## src/rtl/servo_pkg.sv

```systemverilog
// Shared definitions for the servo PWM drive path: FSM states, default
// timing constants for a 50 MHz clock, and the centre-width helper.
package servo_pkg;

  typedef enum logic [1:0] {
    IDLE = 2'd0,
    HIGH = 2'd1,
    LOW  = 2'd2
  } servo_state_e;

  localparam int unsigned CLOCK_HZ              = 50_000_000;
  localparam int unsigned DEFAULT_PERIOD_CYCLES = 1_000_000;  // 20 ms
  localparam int unsigned DEFAULT_MIN_PULSE     = 50_000;     // 1 ms
  localparam int unsigned DEFAULT_MAX_PULSE     = 100_000;    // 2 ms

  // Midpoint of the pulse range; summed in 33 bits so it cannot overflow.
  function automatic logic [31:0] center_width(input logic [31:0] lo,
                                               input logic [31:0] hi);
    logic [32:0] sum;
    sum = {1'b0, lo} + {1'b0, hi};
    return 32'(sum >> 1);
  endfunction

endpackage

```

## src/rtl/servo_cmd_slot.sv

```systemverilog
// One-deep command slot: accepts a width over valid/ready, clamps it to the
// safe pulse range and holds it until the PWM core takes it at a boundary.
module servo_cmd_slot
  import servo_pkg::*;
#(
  parameter int unsigned MIN_PULSE = DEFAULT_MIN_PULSE,
  parameter int unsigned MAX_PULSE = DEFAULT_MAX_PULSE
) (
  input  logic        clock_clk,
  input  logic        reset_reset,
  input  logic        cmd_valid,
  input  logic [31:0] cmd_width,
  input  logic        take,
  output logic        cmd_ready,
  output logic [31:0] pending,
  output logic        pending_full,
  output logic        clamped
);

  localparam logic [31:0] CENTER = center_width(MIN_PULSE, MAX_PULSE);

  logic        accept;
  logic [31:0] limited_width;
  logic        out_of_range;

  assign cmd_ready = ~pending_full;
  assign accept    = cmd_valid & cmd_ready;

  // Clamp the requested width into [MIN_PULSE, MAX_PULSE] and flag it.
  always_comb begin
    limited_width = cmd_width;
    out_of_range  = 1'b0;
    if (cmd_width < MIN_PULSE) begin
      limited_width = MIN_PULSE;
      out_of_range  = 1'b1;
    end else if (cmd_width > MAX_PULSE) begin
      limited_width = MAX_PULSE;
      out_of_range  = 1'b1;
    end
  end

  // A take only empties the slot; an accept in the same cycle refills it,
  // since take can only coincide with accept when the slot was already empty.
  always_ff @(posedge clock_clk or posedge reset_reset) begin
    if (reset_reset) begin
      pending      <= CENTER;
      pending_full <= 1'b0;
      clamped      <= 1'b0;
    end else begin
      if (take) begin
        pending_full <= 1'b0;
      end
      if (accept) begin
        pending      <= limited_width;
        pending_full <= 1'b1;
        clamped      <= out_of_range;
      end
    end
  end

endmodule

```

## src/rtl/servo_pwm_gen.sv

```systemverilog
// Fixed-period servo PWM generator. Commanded widths arrive through the
// command slot, are adopted only at period boundaries and optionally
// slew-limited so the servo never sees a larger jump than MAX_STEP per period.
module servo_pwm_gen
  import servo_pkg::*;
#(
  parameter int unsigned PERIOD_CYCLES = DEFAULT_PERIOD_CYCLES,
  parameter int unsigned MIN_PULSE     = DEFAULT_MIN_PULSE,
  parameter int unsigned MAX_PULSE     = DEFAULT_MAX_PULSE,
  parameter int unsigned MAX_STEP      = 0
) (
  input  logic        clock_clk,
  input  logic        reset_reset,
  input  logic        enable,
  input  logic        cmd_valid,
  input  logic [31:0] cmd_width,
  output logic        cmd_ready,
  output logic        pwm_out,
  output logic        period_start,
  output logic [31:0] active_width,
  output logic        clamped
);

  localparam logic [31:0] CENTER     = center_width(MIN_PULSE, MAX_PULSE);
  localparam logic [31:0] LAST_COUNT = PERIOD_CYCLES - 1;
  localparam logic [31:0] STEP       = MAX_STEP;

  servo_state_e state;
  logic [31:0]  counter;
  logic [31:0]  target;
  logic [31:0]  target_new;
  logic [31:0]  pending;
  logic         pending_full;
  logic         boundary;

  // Move a toward t by at most STEP; STEP of zero means jump straight there.
  function automatic logic [31:0] step_width(input logic [31:0] a,
                                             input logic [31:0] t);
    logic [31:0] diff;
    diff = (t > a) ? (t - a) : (a - t);
    if (STEP == 32'd0 || diff <= STEP) return t;
    else if (t > a) return a + STEP;
    else return a - STEP;
  endfunction

  servo_cmd_slot #(
    .MIN_PULSE (MIN_PULSE),
    .MAX_PULSE (MAX_PULSE)
  ) u_slot (
    .clock_clk    (clock_clk),
    .reset_reset  (reset_reset),
    .cmd_valid    (cmd_valid),
    .cmd_width    (cmd_width),
    .take         (boundary & pending_full),
    .cmd_ready    (cmd_ready),
    .pending      (pending),
    .pending_full (pending_full),
    .clamped      (clamped)
  );

  assign boundary = enable &&
                    ((state == IDLE) || (state == LOW && counter == LAST_COUNT));
  assign target_new = pending_full ? pending : target;

  // Period FSM with registered outputs; width updates happen only on boundaries.
  always_ff @(posedge clock_clk or posedge reset_reset) begin
    if (reset_reset) begin
      state        <= IDLE;
      counter      <= 32'd0;
      pwm_out      <= 1'b0;
      period_start <= 1'b0;
      active_width <= CENTER;
      target       <= CENTER;
    end else begin
      period_start <= 1'b0;
      case (state)
        IDLE: begin
          counter <= 32'd0;
          pwm_out <= 1'b0;
          if (enable) begin
            state        <= HIGH;
            pwm_out      <= 1'b1;
            period_start <= 1'b1;
          end
        end
        HIGH: begin
          counter <= counter + 32'd1;
          if (counter == active_width - 32'd1) begin
            state   <= LOW;
            pwm_out <= 1'b0;
          end
        end
        LOW: begin
          if (counter == LAST_COUNT) begin
            counter <= 32'd0;
            if (enable) begin
              state        <= HIGH;
              pwm_out      <= 1'b1;
              period_start <= 1'b1;
            end else begin
              state <= IDLE;
            end
          end else begin
            counter <= counter + 32'd1;
          end
        end
        default: begin
          state   <= IDLE;
          counter <= 32'd0;
          pwm_out <= 1'b0;
        end
      endcase
      if (boundary) begin
        target       <= target_new;
        active_width <= step_width(active_width, target_new);
      end
    end
  end

endmodule

```

## config.mk

```make
export PLATFORM = sky130hd
export DESIGN_NAME = servo_pwm_gen
export DESIGN_NICKNAME = d
export VERILOG_FILES = /design/src/rtl/servo_pkg.sv /design/src/rtl/servo_cmd_slot.sv /design/src/rtl/servo_pwm_gen.sv
export SDC_FILE = /design/constraint.sdc
export NUM_CORES = 1
export LEC_CHECK = 0
export CAP_MARGIN = 10
export CORE_ASPECT_RATIO = 0.8
export CORE_MARGIN = 2
export CORE_UTILIZATION = 40
export CTS_CLUSTER_DIAMETER = 60
export DETAILED_ROUTE_END_ITERATION = 10
export PLACE_DENSITY = 0.65
export SLEW_MARGIN = 10
export SYNTH_ARGS = -nofsm -noshare
export SYNTH_HDL_FRONTEND = slang
export SYNTH_SLANG_ARGS = --single-unit
```

## constraint.sdc

```tcl
create_clock -name clock_clk -period 4.2 [get_ports clock_clk]
set_clock_uncertainty 0.05 [all_clocks]
set_input_delay 0.63 -clock clock_clk [delete_from_list [all_inputs] [get_ports clock_clk]]
set_output_delay 0.63 -clock clock_clk [all_outputs]
set_load 0.02 [all_outputs]
```

==> summary.md <==
| Metric | Value |
|---|---|
| Commonest non-fill, non-tap cell in the layout | dfrtp_1 |
| Post-CTS Setup Inserts | 0 |
| RePlAce Congestion | 0.856 |
| Crit. End Element | register |
| Share of cells above drive strength 1 | 0.131 |
| Reg clk slew, reported paths | 0.08 ns |
| Max incr delay on CP | 0.60 ns |
| I/O Buffers | 71 |
| Worst VDD drop | 283 µV |
| # hold bufs at CTS | 0 |
| Synth Flop Type | dfrtp_1 |
| HP Class | register to register |
| Num CTS Buffers | 9 |
| Overall routing resource usage | 0.196 |
| Worst-margin pin slew | 0.973 ns |
| Initial DRT Pass Iterations | 5 |
| Critical path's slowest cell | or4_4 |
| Max-cap viol count | 0 |
| Vias/cell | 5.55 |
| Clock H-tree levels | 3 |
| Largest family of logic cells by synthesized area | simple AND/OR/NAND/NOR gates |
| Crit-path cells | inv_1 -> ha_1 -> or3b_1 -> or4_4 -> or3_1 -> a211oi_1 -> nand4_1 -> or4_4 -> a21oi_2 -> a2bb2oi_2 |
| Area fraction in compound gates after synthesis | 0.109 |
| Area share of fa/ha/maj cells after synthesis | 0.0132 |
| Final min period | 3.82 ns |
| Final Hold Slack | 0.431 ns |
| Leakage | 0.00270 µW |
| CTS Root Cell | clkbuf_16 |
| Drt wl/cell | 17.2 µm |
| Crit-path max FO | 11 |
| Mapped Area | 0.00571 mm² |
| Multiplexer share of the synthesized area | 0.0649 |
| Area contributors post-synth | dfrtp_1 38%, dfstp_2 7.4%, mux2_2 6.3% |
| Post-Synthesis Cells | 583 |
| Status | finished clean |
| Share of flip-flops with an asynchronous set or reset | 1.00 |
| Max Freq | 0.261 GHz |
| Die Ht | 111 µm |
| CP Class | register to register |
| Post-DRT Antenna Nets | 0 |
| Drt drc | 0 |
| Area leader, netlist | dfrtp_1 |
| Post-synthesis xor/xnor area fraction | 0.0875 |
| Final Hold Vio Count | 0 |
| Core area | 0.0141 mm² |
| Pwr per Cell Area | 410 mW/mm² |
| Initial core utilization | 0.405 |
| Most frequent cells in the layout | 86 x dfrtp_1, 71 x clkdlybuf4s50_1, 69 x nor2_1, 34 x xnor2_1, 32 x mux2_2 |
| Clk buf depth | 2 |
| Slew margin rel. | 0.351 |
| Crit share post-route | 0.911 |
| Setup violations, final | 0 |
| Vias in the first global route | 4,553 |
| P&R area growth vs syn | 19.8% |
| Final WL | 14,200 µm |
| Mean Syn Cell Area | 9.79 µm² |
| GRT overflow | 0 |
| Nets@finish | 680 |
| Initial antenna violation count | 0 |
| Mapped Nets | 625 |
| # resized after CTS | 0 |
| Total clock sinks | 102 |
| Total Neg Setup Slack | 0 ns |
| Startpoint Class | register |
| # rows | 39 |
| HPWL after detailed placement | 10,400 µm |
| WP data required | 4.43 ns |
| Die ar. | 0.0152 mm² |
| Final Max Tran Viols | 0 |
| Register area share after synthesis | 0.451 |
| CTS tree | yes |
| Share of the synthesized area in the top cell type | 0.377 |
| Via count | 4,593 |
| DIE WIDTH | 138 µm |
| RSZ-0062 raised after global routing | false |
| Pre-CTS WS | 0.448 ns |
| Post-synthesis register bit count | 102 |
| First-pass GRT wire length | 23,700 µm |
| Synth Area in Simple Gates | 0.240 |
| Synth warn | 0 |
| Crit path DAT | 4.05 ns |
| CP dominant cell by count | or4_4 |
| Post-synth EDFFs | 0 |
| DRT iter0 DRCs | 327 |
| Fin worst setup slack | 0.376 ns |
| Antenna Cells | 0 |
| # IOs | 72 |
| Library cells used by synthesis | 62 |
| Pin count of the biggest net entering global routing | 80 |
| Skew-Pair Late Insertion Delay | 0.35 ns |
==> synthesized netlist by cell type (all sizes together), types with 6 or more instances <==
| cell | count |
|---|---|
| nor2 | 69 |
| mux2 | 32 |
| nand3 | 19 |
| buf | 10 |
| clkbuf | 22 |
| nor2b | 21 |
| nor3 | 19 |
| nand2 | 27 |
| or3 | 14 |
| o21ai | 13 |
| dfstp | 16 |
| dfrtp | 86 |
| xor2 | 23 |
| o211ai | 6 |
| ha | 6 |
| inv | 16 |
| nand4 | 14 |
| nor4 | 21 |
| a22o | 8 |
| a21oi | 18 |
| or4 | 14 |
| or2 | 8 |
| xnor2 | 34 |
==> registers in the layout, summed over array words and instances, names as in the netlist <==
register	flops
counter	32
target	32
u_slot.pending	32
state	2
period_start	1
pwm_out	1
u_slot.clamped	1
u_slot.pending_full	1
==> per-layer routing <==
layer  vias to the layer above  track usage  share of wire
met5                         -            0              0
met4                         0       0.0412         0.0079
met3                        12       0.0448          0.046
met2                        93        0.304           0.47
met1                      2268        0.279           0.48
li1                       2220            -              -
==> metrics by stage <==
stage,power (µW),utilization,cells,area (µm²)
5_1_grt,2980,0.485,827,6840
6_report,2810,0.485,827,6840
3_5_place_dp,2010,0.464,811,6550
3_3_place_gp,1990,0.464,811,6550
4_1_cts,2840,0.485,827,6840
2_1_floorplan,1740,-,583,5710
==> critical path, delay by kind of cell (launching register included) <==
| kind | cells | cell delay [ns] |
|---|---|---|
| compound gates | 3 | 0.63 |
| simple gates | 5 | 2.19 |
| fa+ha+maj | 1 | 0.27 |
| flops | 1 | 0.50 |
| buf+inv | 1 | 0.10 |
==> kinds of logic after synthesis <==
family	count (synthesis)
AND/OR/NAND/NOR	252
XOR/XNOR	57
AO/OA/AOI/OAI	85
adder cells (fa/ha/maj)	6
buffers and inverters	48
multiplexers	33
flip-flops	102
==> final cells by class <==
cell class	count	area (µm²)
clock buffers	9	225
clock inverters	7	63.8
inverters	16	62.6
multi-input cells	433	2930
fillers	1326	7270
flip-flops and latches	102	2570
well taps	184	230
repair buffers	76	748
==> path summary, 6_finish.rpt <==
check	startpoint	endpoint	slack, ns	cells after the start
setup / recovery	target[0]$_DFFE_PP0P_	pwm_out$_DFFE_PP0P_	0.38	10
hold / removal	u_slot.pending[16]$_DFFE_PP1P_	u_slot.pending[16]$_DFFE_PP1P_	0.43	2
setup reg to reg	target[0]$_DFFE_PP0P_	pwm_out$_DFFE_PP0P_	0.38	10
hold reg to reg	u_slot.pending[16]$_DFFE_PP1P_	u_slot.pending[16]$_DFFE_PP1P_	0.43	2
max in group asynchronous	reset_reset	target[7]$_DFFE_PP1P_	2.46	3
min in group asynchronous	reset_reset	u_slot.pending[26]$_DFFE_PP0P_	0.80	2
==> power breakdown <==
group | leakage, µW | internal, µW | switching [µW] | total (µW)
registers | 0.00133 | 1130 | 149 | 1280
logic | 0.00123 | 329 | 383 | 712
clock network | 0.000142 | 418 | 399 | 817
No activity file was read; power rests on OpenSTA's default activity.
==> RTL edit 1: new RTL, same flow settings <==
Change the package constant `DEFAULT_MAX_PULSE` from 100_000 to 50_000.
--- a/src/rtl/servo_pkg.sv
+++ b/src/rtl/servo_pkg.sv
@@ -13,3 +13,3 @@
   localparam int unsigned DEFAULT_MIN_PULSE     = 50_000;     // 1 ms
-  localparam int unsigned DEFAULT_MAX_PULSE     = 100_000;    // 2 ms
+  localparam int unsigned DEFAULT_MAX_PULSE     = 50_000;    // 2 ms
 
Function: changed (Yosys sat finds a counterexample within 4 cycles, from zero or initial values and one cycle with reset_reset high).
==> RTL edit 1 against the unedited design <==
Sequential share of layout area rose by 2.2 points; area after synthesis down 7.8%; final area shrank 5.6%; sequential cell count is the same; routed wire length decreased by 13%; highest routed layer unchanged; setup slack improved by 0.51 ns; critical path type unchanged; fmax rose by 16%.
Power is not compared: it rests on default switching activity, and its combinational part moved more than twofold at a synthesized area within 25%.
==> RTL edit 1: results (changes against the unedited design) <==
Worst hold path
  • Instance count along the most critical hold path: 1 (-1)
  • Endpoint of the worst hold path: u_slot.pending[21]$_DFFE_PP0P_
  • Hold_sp: u_slot.pending[21]$_DFFE_PP0P_

Worst setup path
  • End of the critical path: state[0]$_DFFE_PP0P_
  • Arrival time at the worst endpoint: 3.50 ns (-0.55 ns)
  • Slack of the worst reg-to-reg path: 0.89 ns (+0.51 ns)
  • Worst Reg-to-Reg Cells: 9 (-1)
  • CP max FO: 7 (-4)

GRT
  • Met1 Usage GRT: 0.283 (+0.00438)
  • Met3 usage: 0.0364 (-0.00840)
  • Largest net degree at the start of global routing: 54 (-33%)
  • Global-route wire length before repair: 20700 um (-13%)
  • Number of global-route vias before repair: 3902 (-14%)
  • GR met2 Demand/Resource: 0.268 (-0.0360)
  • All-layer global routing usage: 0.185 (-0.0109)

Logic synthesis
  • Proportion of synthesized chip area in sequential cells: 0.488 (+0.0372)
  • Syn_nets: 536 (-14%)
  • Most used standard cells in the synthesized netlist: 90 x sky130_fd_sc_hd__dfrtp_1, 51 x sky130_fd_sc_hd__nor2_1, 41 x sky130_fd_sc_hd__xor2_1, 34 x sky130_fd_sc_hd__mux2_2, 32 x sky130_fd_sc_hd__xnor2_1
  • Distinct cell type count of the synthesized netlist: 57 (-8.1%)
  • Leading post-synthesis cells by cell area: sky130_fd_sc_hd__dfrtp_1 43%, sky130_fd_sc_hd__mux2_2 7.3%, sky130_fd_sc_hd__xor2_1 6.8%

Outcome
  • Run status: finished, final reports clean

Place
  • Final estimated routing congestion in global placement: 0.890 (+3.9%)
  • Post-placement setup slack: 0.915 ns (+0.467 ns)
  • Placed Area: 6170 sq um (-5.8%)
  • Placed wire-length estimate after detailed placement: 9090 um (-13%)

Power and ir drop
  • Clk pwr share: 0.367

Cells and area
  • Final Net Count: 604 (-11%)
  • Fillcell total: 1194 (-10%)
  • Fraction of layout instances using a drive strength above 1: 0.143 (+0.0122)
  • Final non-filler cell area: 6450 sq um (-5.6%)

Route
  • DR vias: 3858 (-16%)
  • Final WL: 12300 um (-13%)
  • Routed wl met3: 505 um (-22%)
  • Detail Route met2 WL: 5340 um (-20%)
  • Routed met1 length: 6370 um (-6.7%)
  • Initial DRT Pass Iterations: 4 (-1)
  • Starting DRC count in detailed routing: 276 (-16%)

Clock tree
  • Maximum buffer depth of the clock tree: 2 (unchanged)
  • Clock transition at the registers of the reported paths: 0.07 ns

STA
  • Setup WS post-layout: 0.889 ns (+0.514 ns)
  • Worst rel slew slack: 0.326 (-0.0257)
RTL edit 1: cell families after synthesis:
| kind of cell | count (synthesis) | synth area share |
|---|---|---|
| flops | 102 | 0.488 |
| buf+inv | 27 | 0.0200 |
| mux | 38 | 0.0804 |
| xor+xnor | 73 | 0.122 |
| compound gates | 30 | 0.0445 |
| simple gates | 218 | 0.231 |
| fa+ha+maj | 6 | 0.0143 |
RTL edit 1: layout make-up:
class,count,share of cell area
Clock inverter,6,0.00834
Multi-Input combinational cell,365,0.401
Inverter,8,0.00504
Sequential cell,102,0.398
Tap cell,175,0.0339
Clock buffer,10,0.0355
Timing Repair Buffer,76,0.118
RTL edit 1: through the flow:
step / total power, mW / std cells / hold WS [ns]
after floorplan: 1.26 / 494 / 0.399
after global placement: 1.39 / 726 / 0.414
after detailed placement: 1.40 / 726 / 0.418
after CTS: 2.19 / 742 / 0.436
after global routing: 2.27 / 742 / 0.449
final: 2.17 / 742 / 0.433
==> RTL edit 2: new RTL, same flow settings <==
Without the edit above. Encoding of `servo_state_e`: now one-hot (3 bits for 3 states).
--- a/src/rtl/servo_pkg.sv
+++ b/src/rtl/servo_pkg.sv
@@ -4,6 +4,6 @@
 
-  typedef enum logic [1:0] {
-    IDLE = 2'd0,
-    HIGH = 2'd1,
-    LOW  = 2'd2
+  typedef enum logic [2:0] {
+    IDLE = 3'b001,
+    HIGH = 3'b010,
+    LOW  = 3'b100
   } servo_state_e;
Behaviour: same outputs for any inputs over 10 cycles, from zero or initial values and one cycle with reset_reset high; not proved beyond that.
==> RTL edit 2 against the unedited design <==
Critical endpoint is now target[30]$_DFFE_PP0P_; count of clock-buffer cells in the layout increased by 2; first-iteration DRC count decreased by 12%; routed wire length decreased by 8.8%; final cell count decreased by 4.1%; global-route usage decreased by 0.66 points; area after synthesis decreased by 2.2%; final area decreased by 0.95%; setup slack improved by 0.069 ns; fmax increased by 1.8%; sequential cell count increased by 1.
Power is not compared: it rests on default switching activity, and its combinational part moved more than twofold at a synthesized area within 25%.
==> RTL edit 2: results (changes against the unedited design) <==
Route
  • DR vias: 4314 (-6.1%)
  • Starting DRC count in detailed routing: 287 (-12%)
  • Detail Route met2 WL: 5750 um (-13%)
  • Routed met1 length: 6170 um (-9.6%)
  • Wire length per cell after detailed routing: 16.4 um (-4.9%)

Worst setup path
  • Arrival time at the worst endpoint: 3.94 ns (-0.11 ns)
  • Reg2reg start: target[1]$_DFFE_PP0P_
  • CP max FO: 33 (+22)
  • Slack of the worst reg-to-reg path: 0.44 ns (+0.07 ns)
  • End of the critical path: target[30]$_DFFE_PP0P_

Cells and area
  • Fraction of layout instances using a drive strength above 1: 0.131 (-0.000132)
  • Final Net Count: 646 (-5.0%)
  • Fillcell total: 1253 (-5.5%)
  • Multi-input gate area: 2840 sq um (-3.1%)

Worst hold path
  • Hold_sp: pwm_out$_DFFE_PP0P_
  • Instance count along the most critical hold path: 1 (-1)
  • Endpoint of the worst hold path: pwm_out$_DFFE_PP0P_

GRT
  • All-layer global routing usage: 0.189 (-0.00658)
  • Global-route wire length before repair: 21800 um (-8.0%)
  • Met1 Usage GRT: 0.261 (-0.0178)
  • Met3 usage: 0.0503 (+0.00544)
  • Largest net degree at the start of global routing: 60 (-25%)

Place
  • Post-placement setup slack: 0.450 ns (+0.00268 ns)
  • Final estimated routing congestion in global placement: 0.842 (-1.7%)
  • Number of placed instances with taps included: 777 (-4.2%)

STA
  • Max Fclk: 266 MHz (+1.8%)
  • Pin slew with the least headroom to its limit: 0.622 ns (-0.351 ns)
  • Worst hold margin: 0.429 ns (-0.00221 ns)

Logic synthesis
  • Leading post-synthesis cells by cell area: sky130_fd_sc_hd__dfrtp_1 39%, sky130_fd_sc_hd__dfstp_2 8.0%, sky130_fd_sc_hd__mux2_4 7.8%
  • Synth Area in XOR/XNOR: 0.113 (+0.0255)
  • Multiplexer fraction of the synthesized cell area: 0.0859 (+0.0210)
  • Proportion of synthesized chip area in sequential cells: 0.466 (+0.0148)
  • Synth Area in Compound Gates: 0.0800 (-0.0285)
  • Syn_nets: 577 (-7.7%)
  • Distinct cell type count of the synthesized netlist: 59 (-4.8%)
  • Post-synthesis average cell area: 10.4 sq um (+5.8%)

Outcome
  • Run status: finished, final reports clean
==> RTL edit 2: cell types whose count changed in the layout (fill, tap and decap cells not counted), moves of 7 or more <==
cell,delta
sky130_fd_sc_hd__inv_1,-8
sky130_fd_sc_hd__mux2_2,-32
sky130_fd_sc_hd__mux2_4,+29
sky130_fd_sc_hd__nand2_1,+7
sky130_fd_sc_hd__nor4_1,-7
sky130_fd_sc_hd__or4_1,-10
sky130_fd_sc_hd__xor2_1,+12
==> RTL edit 2: power by group <==
| group | total, mW | leakage, nW | switching, mW | internal (mW) |
|---|---|---|---|---|
| clock network | 0.801 | 0.137 | 0.378 | 0.424 |
| logic | 0.0773 | 1.61 | 0.0370 | 0.0403 |
| registers | 1.02 | 1.34 | 0.00701 | 1.01 |
==> RTL edit 2: worst max-delay path, stage by stage, from the launching register on <==
cell	delay, ns
sky130_fd_sc_hd__dfrtp_1	0.46
sky130_fd_sc_hd__inv_1	0.09
sky130_fd_sc_hd__ha_1	0.15
sky130_fd_sc_hd__nor4b_2	0.32
sky130_fd_sc_hd__nand4_1	0.32
sky130_fd_sc_hd__mux2i_1	0.20
sky130_fd_sc_hd__or3b_2	0.48
sky130_fd_sc_hd__a22oi_1	0.20
sky130_fd_sc_hd__nand4_1	0.17
sky130_fd_sc_hd__nor4_4	0.34
sky130_fd_sc_hd__o211ai_4	0.12
sky130_fd_sc_hd__buf_4	0.34
sky130_fd_sc_hd__mux2_1	0.38
==> RTL edit 2: cell type report <==
class | instances | area share
clock buffer | 11 | 0.0359
inverter | 8 | 0.00481
clock inverter | 5 | 0.00573
tap | 180 | 0.0333
multi-input combinational | 406 | 0.420
timing repair buffer | 80 | 0.117
sequential | 103 | 0.384
